### config.mk
export PLATFORM = sky130hd
export DESIGN_NAME = debounce_sync_flat
export DESIGN_NICKNAME = d
export VERILOG_FILES = /design/src/rtl/debounce_sync_if.sv /design/src/rtl/debounce_sync.sv /design/src/flat_wrapper.sv
export SDC_FILE = /design/constraint.sdc
export NUM_CORES = 1
export LEC_CHECK = 0
export ABC_AREA = 1
export CORE_UTILIZATION = 55
export DETAILED_ROUTE_END_ITERATION = 12
export GPL_ROUTABILITY_DRIVEN = 0
export PLACE_DENSITY = 0.71
export SYNTH_ARGS = -nofsm -noshare
export SYNTH_HDL_FRONTEND = slang
export SYNTH_SLANG_ARGS = --single-unit
export TNS_END_PERCENT = 10
### constraint.sdc
create_clock -name clk -period 2.1 [get_ports clk]
set_input_delay 0.21 -clock clk [delete_from_list [all_inputs] [get_ports clk]]
set_output_delay 0.21 -clock clk [all_outputs]
set_load 0.02 [all_outputs]
### src/rtl/debounce_sync_if.sv
// Signal bundle between a raw external line and its debouncer.
// Ports: D (raw async level in), q (debounced level), rise/fall (edge pulses), busy (qualifying).
// master = side that drives D and consumes the results; slave = the debouncer itself.
interface debounce_sync_if;
  logic D;
  logic q;
  logic rise;
  logic fall;
  logic busy;

  modport master (
    output D,
    input  q,
    input  rise,
    input  fall,
    input  busy
  );

  modport slave (
    input  D,
    output q,
    output rise,
    output fall,
    output busy
  );
endinterface

### src/rtl/debounce_sync.sv
// Two-flop synchronizer plus stability-qualified debouncer for a raw external level.
// Ports: clk, rst (sync active-high), bus.D in; bus.q/rise/fall/busy out, all registered.
// Latency: q follows a held change of D STABLE_CYCLES+2 edges after D is first sampled.
module debounce_sync #(
  parameter int STABLE_CYCLES = 20000,
  parameter int CNT_W         = 16
) (
  input  logic                 clk,
  input  logic                 rst,
  debounce_sync_if.slave       bus
);

  typedef enum logic [1:0] {
    IDLE_LOW  = 2'd0,
    WAIT_HIGH = 2'd1,
    IDLE_HIGH = 2'd2,
    WAIT_LOW  = 2'd3
  } state_e;

  // Last count value of a qualification window; reaching it with the
  // candidate level still present commits the new level.
  localparam logic [CNT_W-1:0] CNT_LAST = CNT_W'(STABLE_CYCLES - 1);

  logic             s1_q, s2_q;
  state_e           state_q, state_d;
  logic [CNT_W-1:0] cnt_q, cnt_d;
  logic             q_q, q_d;
  logic             rise_q, rise_d;
  logic             fall_q, fall_d;
  logic             busy_q, busy_d;

  always_ff @(posedge clk) begin
    if (rst) begin
      s1_q    <= 1'b0;
      s2_q    <= 1'b0;
      state_q <= IDLE_LOW;
      cnt_q   <= '0;
      q_q     <= 1'b0;
      rise_q  <= 1'b0;
      fall_q  <= 1'b0;
      busy_q  <= 1'b0;
    end else begin
      s1_q    <= bus.D;
      s2_q    <= s1_q;
      state_q <= state_d;
      cnt_q   <= cnt_d;
      q_q     <= q_d;
      rise_q  <= rise_d;
      fall_q  <= fall_d;
      busy_q  <= busy_d;
    end
  end

  always_comb begin
    state_d = state_q;
    cnt_d   = cnt_q;
    q_d     = q_q;
    rise_d  = 1'b0;
    fall_d  = 1'b0;

    case (state_q)
      IDLE_LOW: begin
        if (s2_q) begin
          state_d = WAIT_HIGH;
          cnt_d   = '0;
        end
      end
      WAIT_HIGH: begin
        if (!s2_q) begin
          // Bounce back to the committed level: drop the candidate silently.
          state_d = IDLE_LOW;
        end else if (cnt_q == CNT_LAST) begin
          state_d = IDLE_HIGH;
          q_d     = 1'b1;
          rise_d  = 1'b1;
        end else begin
          cnt_d = cnt_q + CNT_W'(1);
        end
      end
      IDLE_HIGH: begin
        if (!s2_q) begin
          state_d = WAIT_LOW;
          cnt_d   = '0;
        end
      end
      WAIT_LOW: begin
        if (s2_q) begin
          state_d = IDLE_HIGH;
        end else if (cnt_q == CNT_LAST) begin
          state_d = IDLE_LOW;
          q_d     = 1'b0;
          fall_d  = 1'b1;
        end else begin
          cnt_d = cnt_q + CNT_W'(1);
        end
      end
      default: begin
        state_d = IDLE_LOW;
        cnt_d   = '0;
        q_d     = 1'b0;
      end
    endcase

    // busy is registered alongside the state so it tracks the state register exactly.
    busy_d = (state_d == WAIT_HIGH) || (state_d == WAIT_LOW);
  end

  assign bus.q    = q_q;
  assign bus.rise = rise_q;
  assign bus.fall = fall_q;
  assign bus.busy = busy_q;

endmodule

### src/flat_wrapper.sv
// flat-port wrapper written by rule: the top's interface ports become plain ports
module debounce_sync_flat 
#(
  parameter int STABLE_CYCLES = 20000,
  parameter int CNT_W         = 16
)
  (clk, rst, bus_D, bus_q, bus_rise, bus_fall, bus_busy);
  debounce_sync_if bus_i ();
  input  logic clk;
  input  logic rst;
  input wire logic [$bits(bus_i.D)-1:0] bus_D;
  output wire logic [$bits(bus_i.q)-1:0] bus_q;
  output wire logic [$bits(bus_i.rise)-1:0] bus_rise;
  output wire logic [$bits(bus_i.fall)-1:0] bus_fall;
  output wire logic [$bits(bus_i.busy)-1:0] bus_busy;
  assign bus_i.D = bus_D;
  assign bus_q = bus_i.q;
  assign bus_rise = bus_i.rise;
  assign bus_fall = bus_i.fall;
  assign bus_busy = bus_i.busy;
  debounce_sync #(.STABLE_CYCLES(STABLE_CYCLES), .CNT_W(CNT_W)) u_core (.clk(clk), .rst(rst), .bus(bus_i));
endmodule
==> results of run 1 <==
tightest hold or removal path, cell delays in order:
cell and delay [ps]:
clkdlybuf4s50_1 400, inv_1 50, nor2_1 30
metrics by stage:
stage | utilization | cells
2_1_floorplan | - | 202
3_3_place_gp | 0.614 | 233
3_5_place_dp | 0.614 | 233
4_1_cts | 0.626 | 237
5_1_grt | 0.626 | 237
6_report | 0.626 | 237
where the power goes:
part	total (W)	internal [W]	switching, W
sequential	0.000442	0.000440	0.00000262
clock	0.000207	0.0000712	0.000136
combinational	0.0000296	0.00000997	0.0000197
total	0.000679	0.000521	0.000158
Yosys cell counts (all sizes together):
master / n
nand4: 3
nor2: 47
nand2: 49
a21oi: 4
a211oi: 1
nand3b: 2
clkbuf: 1
o21ai: 4
and2: 1
dfxtp: 23
nor4: 1
inv: 34
nand3: 22
nor3: 2
nor3b: 2
clkinv: 1
ha: 1
buf: 4
registers in the layout, indices dropped and copies added, names as in the netlist:
signal,flops
u_core.bus.fall,1
u_core.bus.rise,1
u_core.state_q,1
u_core.bus.busy,1
u_core.s2_q,1
u_core.s1_q,1
u_core.bus.q,1
u_core.cnt_q,16
layer usage:
| metal | routed length (um) | vias up | share of wire | global-route usage |
|---|---|---|---|---|
| met4 | 33 | 0 | 0.014 | 0.100 |
| met5 | 0 | - | 0 | 0 |
| met2 | 1020 | 20 | 0.45 | 0.340 |
| met3 | 79 | 4 | 0.035 | 0.0273 |
| li1 | - | 631 | - | - |
| met1 | 1150 | 491 | 0.50 | 0.294 |
how the worst max path moves through the flow:
stage	end	slack (ps)	cells after the start
3_5_place_dp	u_core.cnt_q[5]$_SDFFE_PP0P_	490	9
3_3_place_gp	u_core.cnt_q[12]$_SDFFE_PP0P_	550	9
5_1_grt	u_core.cnt_q[6]$_SDFFE_PP0P_	290	9
6_report	u_core.cnt_q[6]$_SDFFE_PP0P_	470	9
4_1_cts	u_core.cnt_q[5]$_SDFFE_PP0P_	470	9
2_1_floorplan	u_core.bus.q$_SDFFE_PP0P_	740	7
kinds of logic after synthesis:
family / Yosys count / synth area share
adders and majority gates: 1 / 0.00979
buffers and inverters: 40 / 0.136
and+or+nand+nor: 129 / 0.450
DFF: 23 / 0.360
AOI/OAI and AO/OA: 9 / 0.0441
final cells by class:
class | count | area share
well taps | 28 | 0.0255
repair buffers | 8 | 0.0547
multi-input cells | 139 | 0.469
clock inverters | 1 | 0.00365
clock buffers | 3 | 0.0164
flip-flops and latches | 23 | 0.335
inverters | 35 | 0.0957
==> impl_metrics.yaml, run 1 <==
layout:
  multi_input_area_um2: 643
  final_cell_mix: "nand2_1, nor2_1, inv_1"
  drive_above_1_share: 0.0718
  fin_area_um2: 1370
  fillers: 197
  seqCellArea_um2: 460
  antennaDiodeCount: 0
  nets: 214
  mostFrequentLayoutCell: "nand2_1"
  area_growth_pct: 7.44
timing:
  timing.final.crit_share: 0.777
  rsz0062_at_grt: "false"
  slew_headroom: 0.673
  clock.fmax_mhz: 613
  hold_slack_ps: 401
  hold_viol: 0
  slew_violations: 0
  setup-tns-final_ps: 0
  setup_violations: 0
  worst_pin_slew_ps: 490
  fin_skew_ps: 3.47
  min_period_ps: 1630
  layout_setup_ws_ps: 469
setup_path:
  crit_required_ps: 2330
  cp.arrival_ps: 1860
  cpLargestDelayFamily: "simple AND/OR/NAND/NOR gates"
  cp_num_buf_inv: 1
  cpMostUsedCell: "nand2_1"
  cpPeakStageDelay_ps: 410
  cp_slowest_cell: "dfxtp_1"
  r2r_start: "u_core.cnt_q[0]$_SDFFE_PP0P_"
  r2r-end: "u_core.cnt_q[6]$_SDFFE_PP0P_"
  r2r_setup_slack_ps: 470
  startpoint: "u_core.cnt_q[0]$_SDFFE_PP0P_"
  cp_max_fo: 15
  path_cells: "ha_1 > nand2_1 > nor2_4 > nand3_2 > buf_4 > nand3_1 > nand2_1 > nand2_1 > nor2_1"
  start_kind: "flop"
  reg2regPathDepth: 9
  cp-end-kind: "flop"
  worstSetupPathType: "flop to flop"
die:
  fp.dieH_um: 50.2
  ios: 7
  core_um2: 2190
  start_util: 0.583
  die_w_um: 50.2
  rows: 17
  dieArea_um2: 2520
placed_design:
  dp_hpwl_mm: 1.75
  place_ws_ps: 485
  port_buffers: 6
  place_area_um2: 1350
global_routing:
  grt-ovfl-total: 0
  grt_pass1_wl_mm: 4.15
  grt_max_degree: 20
  grt.total_usage: 0.217
  grt_pass1_vias: 989
  grt_antenna_before_repair: 0
clocking:
  cts_resized: 0
  htreeDepth: 1
  numCtsBuffers: 3
  cts_hold_buf: 0
  insertion_delay_ps: 310
  clock-root-buffer: "clkbuf_4"
  cts_tree: "yes"
  cts.path.max_buffers: 2
  clkTransAtPathRegs_ps: 130
  cts.sinks: 23
  postCtsSetupRepairBufs: 0
route:
  wl_mm: 2.29
  drcViolationCount: 0
  drtPass1Iterations: 4
  routedWlPerCell_um: 9.65
  num_vias: 1146
  viasPerCell: 4.84
  drtIter0Drc: 19
  ant_nets: 0
power_and_ir_drop:
  p_leak_nw: 0.607
  cellPowerDensity_nw_per_um2: 495
  irDropWorstVdd_uv: 387
  p_total_w: 0.000679
synthesis:
  synth_cell_types: 25
  syn-num-nets: 206
  yosysWarnings: 0
  netlist_top_cells_area: "dfxtp_1, nand2_1, nor2_1"
  netlist_area_um2: 1280
  synth_seq_cells: 23
  yosysTopAreaCellShare: 0.360
  synth_area_leader_cell: "dfxtp_1"
  seq_area_frac_synth: 0.360
  synth_area_per_cell_um2: 6.32
  synthCells: 202
min_path:
  worstHoldEndpoint: "u_core.s1_q$_SDFF_PP0_"
  worstHoldStart: "bus_D"
  hold_class: "input pin to flop"
  min_path_cells: 3
status:
  status: "complete, no violations"
flow_run:
  drv_cap: 0
No activity file was read; power rests on OpenSTA's default activity.
==> run 2: changes to the inputs <==
Settings changed: CORE_UTILIZATION 55 to 52.
Clock period 2.1 ns to 1.5 ns, I/O delays scaled along.
==> impl_metrics.yaml, run 2 (synthesized netlist as in run 1, its figures left out) <==
status:
  status: "complete, no violations"
setup_path:
  cp.arrival_ps: 1700
  worstSetupPathType: "flop to flop"
  r2r-end: "u_core.bus.q$_SDFFE_PP0P_"
  cp_max_fo: 8
  critPathCapture: "u_core.bus.q$_SDFFE_PP0P_"
  r2r_setup_slack_ps: 3
  cp-end-kind: "flop"
  start_kind: "flop"
  startpoint: "u_core.cnt_q[1]$_SDFFE_PP0P_"
  crit_required_ps: 1700
  reg2regPathDepth: 7
  r2r_start: "u_core.cnt_q[1]$_SDFFE_PP0P_"
layout:
  top_register: "u_core.cnt_q"
  final_util: 0.684
  nets: 224
  area_growth_pct: 20.7
  fillers: 208
  fin_area_um2: 1540
  drive_above_1_share: 0.164
  mostFrequentLayoutCell: "nand2_1"
  antennaDiodeCount: 0
  layout.cells.non_filler: 247
  final_cell_mix: "nand2_1, nor2_1, inv_1"
  largest_reg_flops: 16
power_and_ir_drop:
  p_clk_frac: 0.298
  switchingPower_w: 0.000219
  irDropWorstVdd_uv: 635
  cellPowerDensity_nw_per_um2: 624
  sequentialPowerShare: 0.644
  internal-power_w: 0.000743
  p_leak_nw: 0.679
  p_comb_frac: 0.058
  switching_share: 0.228
die:
  start_util: 0.567
  core_um2: 2250
  dieArea_um2: 2660
  die_w_um: 51.6
  ios: 7
  fp.dieH_um: 51.6
  rows: 17
route:
  viasPerCell: 5.02
  drtIter0Drc: 26
  wl_mm: 2.57
  routedWlPerCell_um: 10.4
  num_vias: 1240
  drtPass1Iterations: 4
  ant_nets: 0
  drcViolationCount: 0
clocking:
  cts_tree: "yes"
  clock-root-buffer: "clkbuf_4"
  numCtsBuffers: 3
  htreeDepth: 1
  clkTransAtPathRegs_ps: 130
  insertion_delay_ps: 310
  cts.sinks: 23
  cts.path.max_buffers: 2
  cts_hold_buf: 0
global_routing:
  grt_use_met2: 0.403
  grt.busiest_layer: "met2"
  grt_pass1_wl_mm: 4.45
  grt_max_degree: 15
  grt-ovfl-total: 0
  grt_antenna_before_repair: 0
  use_met1: 0.248
  grt_pass1_vias: 1164
  grt.total_usage: 0.223
  use_met3: 0.0380
timing:
  min_period_ps: 1500
  timing.final.crit_share: 0.998
  rsz0062_at_grt: "true"
  hold_viol: 0
  hold_slack_ps: 362
  worst_pin_slew_ps: 230
  setup-tns-final_ps: 0
  setup_violations: 0
  clock.fmax_mhz: 668
  slew_violations: 0
  fin_skew_ps: 11.8
  slew_headroom: 0.846
placed_design:
  place_inst: 241
  dp_hpwl_mm: 1.85
  port_buffers: 6
  place_area_um2: 1430
min_path:
  hold_class: "input pin to flop"
flow_run:
  drv_cap: 0
-- run 2: cell types whose count changed in the layout (fill, tap and decap cells not counted), sizes merged --
cell / delta
dlygate4sd2: +1
buf: +9
clkinv: -1
clkdlybuf4s50: -1
clkbuf: +2
-- run 2: worst max-delay path, cell delays in order, from the launching register on --
cell     delay, ps
dfxtp_2        380
ha_4           140
nand2_2         70
nor2_4         210
nand3_4        150
buf_4          200
o21ai_0        150
o21ai_0         90
-- run 2: power groups by stage --
stage	Clock [W]	Sequential, W	Combinational, W
finish	0.000287	0.000619	0.0000555
global route	0.000336	0.000620	0.0000625
CTS	0.000293	0.000618	0.0000540
detailed placement	0	0.000632	0.0000544
global placement	0	0.000632	0.0000532
floorplan	0	0.000633	0.0000295
-- run 2: layout make-up --
cell class | instances | area (um^2) | share of cell area
clock buffer | 4 | 26.3 | 0.0170
tap | 28 | 35.0 | 0.0227
inverter | 35 | 131 | 0.0852
timing repair buffer | 18 | 191 | 0.124
multi-input combinational | 139 | 693 | 0.450
sequential | 23 | 464 | 0.301
-- run 2: how the worst min path moves through the flow --
stage / start / endpoint / slack, ps / cells past startpoint
floorplan: bus_D / u_core.s1_q$_SDFF_PP0_ / 260 / 2
CTS: bus_D / u_core.s1_q$_SDFF_PP0_ / 350 / 3
detailed placement: u_core.s1_q$_SDFF_PP0_ / u_core.s2_q$_SDFF_PP0_ / 410 / 2
global placement: u_core.s1_q$_SDFF_PP0_ / u_core.s2_q$_SDFF_PP0_ / 400 / 2
global route: bus_D / u_core.s1_q$_SDFF_PP0_ / 360 / 3
finish: bus_D / u_core.s1_q$_SDFF_PP0_ / 360 / 3
-- run 2: timing repair --
item                       4_1_cts  5_1_grt
gates cloned                     0        1
setup buffers                    0        1
gates resized for setup          1       14
setup endpoints to repair        2       19
pin swaps                        0        3
-- run 2: per-stage QoR --
step,worst slack [ps],power [W]
after detailed placement,42.4,0.000687
after global routing,-69.8,0.00102
after global placement,145,0.000685
final,3.39,0.000962
after CTS,-0.0353,0.000965
after floorplan,142,0.000662
-- run 2: per-layer routing --
layer / up-vias / part of all wire
met3: 4 / 0.028
met1: 561 / 0.44
met4: 0 / 0.013
met2: 23 / 0.51
li1: 652 / -
met5: - / 0
==> run 3: changes to the inputs <==
Settings changed: SLEW_MARGIN from default to 20.
==> results of run 3 <==
Same layout as run 2: the final DEF is identical, and so are final timing and power.
